$ cat config.mk
export PLATFORM = sky130hd
export DESIGN_NAME = toggle_cover_collector
export DESIGN_NICKNAME = d
export VERILOG_FILES = /design/src/rtl/toggle_cover_collector.sv
export SDC_FILE = /design/constraint.sdc
export NUM_CORES = 1
export LEC_CHECK = 0
export CAP_MARGIN = 20
export CORE_MARGIN = 2
export CORE_UTILIZATION = 59
export CTS_CLUSTER_SIZE = 14
export DETAILED_ROUTE_END_ITERATION = 10
export PLACE_DENSITY = 0.85
export SYNTH_ARGS = -nofsm -noshare
export SYNTH_HDL_FRONTEND = slang
export SYNTH_SLANG_ARGS = --single-unit
$ cat constraint.sdc
create_clock -name clock -period 7.65 [get_ports clock]
set_clock_uncertainty 0.05 [all_clocks]
set_input_delay 1.53 -clock clock [delete_from_list [all_inputs] [get_ports clock]]
set_output_delay 1.53 -clock clock [all_outputs]
set_load 0.005 [all_outputs]
$ cat src/rtl/toggle_cover_collector.sv
// Per-bit rise/fall toggle coverage with a sticky bitmap.
// Newly covered points leave one per transfer on a valid/ready stream.
module toggle_cover_collector #(
  parameter int          WIDTH       = 27,
  parameter int unsigned COVER_INDEX = 0,
  parameter int          INDEX_W     = 32,
  parameter int          CNT_W       = $clog2(2*WIDTH+1)
) (
  input  logic               clock,
  input  logic               reset,
  input  logic               en,
  input  logic [WIDTH-1:0]   sig,
  input  logic               cover_clear,
  output logic               out_valid,
  input  logic               out_ready,
  output logic [INDEX_W-1:0] out_index,
  output logic [CNT_W-1:0]   covered_count,
  output logic               all_covered
);

  localparam int NP = 2*WIDTH;
  localparam int PW = (NP > 1) ? $clog2(NP) : 1;

  localparam logic [0:0] IDLE = 1'b0;
  localparam logic [0:0] HOLD = 1'b1;

  logic [0:0]       state;
  logic [WIDTH-1:0] prev;
  logic             primed;
  logic [NP-1:0]    covered;
  logic [NP-1:0]    pending;
  logic [NP-1:0]    tog;
  logic [NP-1:0]    hit;
  logic [NP-1:0]    new_pts;
  logic [NP-1:0]    avail;
  logic [NP-1:0]    pend_nx;
  logic             slot_free;
  logic             found;
  logic [PW-1:0]    sel;
  logic [CNT_W-1:0] add;

  always_comb begin
    tog = '0;
    for (int i = 0; i < WIDTH; i++) begin
      tog[2*i]   = ~prev[i] & sig[i];
      tog[2*i+1] = prev[i] & ~sig[i];
    end
  end

  assign hit       = tog & {NP{en & primed}};
  assign new_pts   = hit & ~covered;
  // a clear also stops any pending point from being loaded
  assign avail     = cover_clear ? '0 : pending;
  assign slot_free = (state == IDLE) | out_ready;

  always_comb begin
    found = 1'b0;
    sel   = '0;
    for (int i = NP-1; i >= 0; i--) begin
      if (avail[i]) begin
        found = 1'b1;
        sel   = PW'(i);
      end
    end
  end

  always_comb begin
    add = '0;
    for (int i = 0; i < NP; i++) begin
      add = add + CNT_W'(new_pts[i]);
    end
  end

  always_comb begin
    pend_nx = cover_clear ? '0 : (pending | new_pts);
    if (slot_free && found) begin
      pend_nx[sel] = 1'b0;
    end
  end

  always_ff @(posedge clock or posedge reset) begin
    if (reset) begin
      state         <= IDLE;
      out_index     <= '0;
      covered_count <= '0;
      covered       <= '0;
      pending       <= '0;
      prev          <= '0;
      primed        <= 1'b0;
    end else begin
      prev    <= sig;
      primed  <= 1'b1;
      pending <= pend_nx;
      if (cover_clear) begin
        covered       <= '0;
        covered_count <= '0;
      end else begin
        covered       <= covered | new_pts;
        covered_count <= covered_count + add;
      end
      if (slot_free) begin
        if (found) begin
          state     <= HOLD;
          out_index <= INDEX_W'(COVER_INDEX) + INDEX_W'(sel);
        end else begin
          state <= IDLE;
        end
      end
    end
  end

  assign out_valid   = (state == HOLD);
  assign all_covered = (covered_count == CNT_W'(NP));

endmodule
# Yosys cells after proc, flatten, opt, wreduce, memory -nomap -nowiden
# Cells that the tools add are included.
# W data, S select, Z words.
# totals
reg_bits	149
word_cells	301
inputBits	32
# classes
bitwise	118
n_addsub	54
eq_ne	1
muxes	116
n_lt_le_gt_ge	2
n_reduce_logical	3
# op_table
operator	n
$mux W6	55
$add A6 B1 Y6	48
$mux W54	4
$and A54 B54 Y54	3
$not A54 Y54	2
$or A54 B54 Y54	2
$mux W1	56
$and A1 B1 Y1	55
$not A1 Y1	55
$lt A6 B7 Y1 const B	1
$add A5 B1 Y6	1
$add A6 B6 Y6	1
$demux W1 S6	1
$eq A6 B6 Y1 const B	1
$ge A6 B1 Y1 const B	1
$add A4 B1 Y5	1
$add A3 B1 Y4	1
$add A2 B1 Y3	1
$add A1 B1 Y2	1
$logic_and A1 B1 Y1	2
$reduce_and A2 Y1	1
$or A1 B1 Y1	1

# Depth between registers and ports, before layout
# depth
word_depth	62
depth_mapped	23
mapped_depth_nobuf	21

# Worst setup path before layout
# Ideal clock, no wire load.
# synth_path
path_kind	input to register
startpoint	input port en
endpoint	register covered_count[4]
arrival_time_ns	7.213
n_path_buf	2
setup_time_ns	0.132
stages	21
slack_ns	0.255
cell_sequence	nand2_1 -> clkbuf_1 -> clkbuf_1 -> nor4_1 -> fa_1 -> inv_1 -> fa_1 -> fa_1 -> inv_1 -> fa_1 -> inv_1 -> fa_1 -> fa_1 -> fa_1 -> fa_1 -> fa_1 -> inv_1 -> a21o_1 -> a21oi_1 -> xor2_1 -> nor2_1
# synth_between
elab_chain_len	58
# synth_lines
item	line	text
start, declared	11	input logic en,
$and A1 B1 Y1 *	50	assign hit = tog & {NP{en & primed}};
$and A54 B54 Y54 *	50	
$and A54 B54 Y54 *	51	assign new_pts = hit & ~covered;
$add A1 B1 Y2	70	add = add + CNT_W'(new_pts[i]);
$add A2 B1 Y3	70	
$add A3 B1 Y4	70	
$add A4 B1 Y5	70	
$add A5 B1 Y6	70	
$add A6 B1 Y6 (47 in a row)	70	
$add A6 B1 Y6 *	70	
$add A6 B6 Y6 *	99	covered_count <= covered_count + add;
$mux W6 *	94	if (cover_clear) begin
end signal, assigned	99	
end, declared	17	output logic [CNT_W-1:0] covered_count,
# Every way passes the cells marked *; elsewhere a longest branch is shown, timed or not.
# A chain may end at the register's enable or synchronous reset.

# Worst setup path in the final report
# layout_path
startpoint	input port sig[6]
endpoint	register covered_count[5]
# layout_between
elab_chain_len	47
word_cells_on_any_way	49
cone_classes	43 x add/sub; 1 x mux; 5 x bitwise
# layout_lines
item	line	text
start, declared	12	input logic [WIDTH-1:0] sig,
$and A1 B1 Y1 / $not A1 Y1 (equally long branches)	45, 46	
$and A54 B54 Y54 *	50	
$and A54 B54 Y54 *	51	
$add A6 B1 Y6 / $and A54 B54 Y54 (equally long branches)	70, 51	
$add A6 B1 Y6 * (41 in a row)	70	
$add A6 B6 Y6 *	99	
$mux W6 *	94	
# Marked as above.

==> out/metrics.cfg <==
[critical_path]
slowest_delay_ns=0.58
path_cells=clkdlybuf4s50_1 > inv_1 > or4_4 > fa_1 > inv_1 > fa_1 > inv_1 > fa_1 > fa_1 > inv_1 > fa_1 > fa_1 > fa_1 > ha_1 > nor2b_1 > o21ai_1 > nand2b_1 > a21o_1 > a21oi_2 > xnor2_1 > nor2_1
critical_path_buf_inv_count=5
critical_path_required_ns=7.89
crit_path_start_kind=input port
crit_top_cell=fa_1
cp-startpoint=sig[6]
crit_end=covered_count[5]
r2r_cells=21
cpMaxStageDelayCell=fa_1
crit_fanout=2
critPathTopFamily=adder cells
r2r_setup_slack_ns=1.24
timing.rr.start=primed
crit_path_end_kind=register
critical_path_class=input port to register
crit_arrival_ns=7.73
r2r-end=covered_count[5]
cp.depth=21

[detailed_routing]
vias=7363
ant_nets=0
first_iter_violations=935
wirelength_um=24040
first_pass_iters=6
post-route-drc-count=0
routedWlPerCell_um=20.55
via_per_inst=6.293

[power_and_ir_drop]
ir_worst_vdd_uv=327.2
p_switching_w=0.0008513
switching_share=0.3162
share_seq_of_total_power=0.329
comb_power_share=0.300
pwr_density_cell_nw_per_um2=259.5
cellLeakagePower_nw=4.922
pwr-share-clk=0.371
p_int_w=0.001841

[timing]
fmax_mhz=133.4
maxSlewHeadroom=0.2672
slew_viol_final=0
fin_ws_ns=0.1542
tns_ns=0
setup_viol=0
period_share=0.9798
holdWs_ns=0.4417
timing.final.crit_period_ns=7.496
hold_violations=0
tightest_slew_ns=1.099

[synth]
ys_seq_area_frac=0.4346
ys_ff_latch=149
synth-edff-count=0
post_synth_num_cell_types=70
syn_inst=867
yosys_most_used_dff=dfrtp_1
avgSynthCellArea_sq_um=9.896
async_flop_share=1.000
syn-cell-area_sq_um=8579
yosys_warnings=0

[place]
place_hpwl_um=16610
gp_congestion=0.9621
postPlaceCellArea_sq_um=9607
post-place-ws_ns=-0.5018
io_buffers=45

[finish]
num_antenna_cells=0
drive_gt1_frac=0.1552
design_area_sq_um=10370
nets=1068
syn2layout_area_growth_pct=20.91
utilization=0.7220

[floorplan]
io_pins=72
die_area_sq_um=15520
die_w_um=124.6
start_util=0.5971
core-area_sq_um=14370
fp.dieH_um=124.6
rows=44

[grt]
met1_usage=0.4289
antenna_found_initial=3
grt_max_degree=86
use_met2=0.5002
busiest_layer=met2
grt-ovfl-total=0
grt_use_total=0.3252
first_global_vias=7426
grt_pass1_wl_um=39270
use_met3=0.08806

[status]
status=finished clean

[cts]
h-tree-depth=4
numCtsBuffers=17
insertion_delay_ns=0.44
cts_sinks=149
clockRootBuffer=clkbuf_16
clockBufferDepth=2
cts_hold_buf=0
cts.clk_slew.worst_paths_ns=0.06
cts_tree=done

[hold_path]
min-delay-start=covered[48]
hold_path.class=register to register

[flow_run]
drv_cap=0

cells in the final DEF, fill, tap and decap left out, types with 3 or more instances in the layout:
| cell | netlist | layout |
|---|---|---|
| o21ai_0 | 19 | 18 |
| clkbuf_8 | 0 | 4 |
| conb_1 | 2 | 27 |
| a211oi_1 | 3 | 3 |
| a31oi_1 | 61 | 61 |
| nand3_1 | 7 | 7 |
| nor3b_2 | 3 | 3 |
| nor2b_1 | 11 | 11 |
| nor2_1 | 95 | 95 |
| a21oi_1 | 49 | 48 |
| nor3_1 | 13 | 13 |
| a221oi_1 | 20 | 20 |
| nor4_2 | 2 | 4 |
| clkdlybuf4s50_1 | 0 | 43 |
| clkbuf_16 | 0 | 17 |
| bufinv_16 | 0 | 6 |
| a31o_2 | 3 | 3 |
| fa_1 | 47 | 45 |
| or4_1 | 43 | 33 |
| xnor2_1 | 5 | 5 |
| inv_6 | 0 | 3 |
| or4_4 | 1 | 11 |
| mux2_2 | 3 | 3 |
| ha_1 | 16 | 16 |
| inv_1 | 139 | 137 |
| buf_4 | 26 | 72 |
| nor4_1 | 26 | 24 |
| nand2_1 | 13 | 12 |
| nand2b_1 | 5 | 5 |
| and2_1 | 5 | 4 |
| a21boi_1 | 5 | 5 |
| dfrtp_1 | 149 | 149 |
| a21o_1 | 6 | 6 |
| a21boi_0 | 12 | 12 |
routing by layer:
layer / wire [um] / part of all wire
met2: 11120 / 0.46
met1: 9275 / 0.39
met5: 13 / 0.00054
met3: 2233 / 0.093
met4: 1394 / 0.058
state kept, by name, summed over array words and instances, names as in the netlist:
name           cells
out_index          6
out_valid          1
covered           54
pending           54
primed             1
covered_count      6
prev              27
power by group through the flow:
| stage | Clock [W] | Sequential, W | Combinational [W] |
|---|---|---|---|
| final | 0.000999 | 0.000886 | 0.000807 |
| after global routing | 0.00103 | 0.000893 | 0.000881 |
| after CTS | 0.000998 | 0.000885 | 0.000787 |
| after detailed placement | 0 | 0.000897 | 0.000756 |
| after global placement | 0 | 0.000895 | 0.000720 |
| after floorplan | 0 | 0.000889 | 0.000497 |
synth_stat cells, types with 3 or more instances:
cell type | instances | area (sq um)
xnor2_1 | 5 | 43.79
nand2_1 | 13 | 48.80
dfrtp_1 | 149 | 3729
and2_1 | 5 | 31.28
a21boi_0 | 12 | 90.09
nor3b_2 | 3 | 37.54
a31o_2 | 3 | 26.28
mux2_2 | 3 | 33.78
a21oi_1 | 49 | 245.2
a211oi_1 | 3 | 22.52
inv_1 | 139 | 521.8
or4_1 | 43 | 322.8
a31oi_1 | 61 | 381.6
buf_1 | 5 | 18.77
clkbuf_1 | 22 | 82.58
a221oi_1 | 20 | 175.2
nor2_1 | 95 | 356.6
nor2b_1 | 11 | 68.82
nand3_1 | 7 | 35.03
o21ai_0 | 19 | 95.09
ha_1 | 16 | 200.2
buf_4 | 26 | 195.2
nand2b_1 | 5 | 31.28
a21boi_1 | 5 | 37.54
nor3_1 | 13 | 65.06
buf_2 | 3 | 15.01
fa_1 | 47 | 940.9
a21o_1 | 6 | 45.04
nor4_1 | 26 | 162.7
cells by family after synthesis:
kind of cell / after synthesis / synth area share
AND/OR/NAND/NOR: 235 / 0.1499
AO/OA/AOI/OAI: 213 / 0.1734
buffers and inverters: 195 / 0.09713
flip-flops: 149 / 0.4346
adder cells (fa/ha/maj): 63 / 0.1330
XOR/XNOR: 7 / 0.007146
multiplexers: 3 / 0.003937
other: 2 / 0.0008753
metrics by stage:
| step | std cells | power (W) |
|---|---|---|
| 2_1_floorplan | 892 | 0.001386 |
| 3_3_place_gp | 1138 | 0.001615 |
| 3_5_place_dp | 1138 | 0.001654 |
| 4_1_cts | 1170 | 0.002670 |
| 5_1_grt | 1170 | 0.002806 |
| 6_report | 1170 | 0.002692 |
what timing repair did:
item                       in CTS  in global routing
buffers inserted                0                  0
setup endpoints to repair       3                  4
hold endpoints to repair        0                  0
pin swaps                       3                  9
cloned                          0                  0
resized for setup               4                 16
cell type report:
cell class,count,area [sq um]
clock buffer,22,484.2
clock inverter,10,215.2
fill,938,3995
inverter,139,526.8
multi-input combinational,548,4174
sequential,149,3729
tap,184,230.2
timing repair buffer,118,1015
tightest hold or removal path: stages, from the launching register on:
cell	delay [ns]
dfrtp_1	0.34
a31oi_1	0.04
nor2_1	0.07
how the worst min path moves through the flow:
stage	depth (start not counted)	end	slack, ns
5_1_grt	2	covered[48]	0.47
2_1_floorplan	2	covered[10]	0.41
3_5_place_dp	2	covered[48]	0.43
3_3_place_gp	2	covered[3]	0.42
6_report	2	covered[48]	0.44
4_1_cts	2	covered[44]	0.44
(Power assumes the default switching activity.)
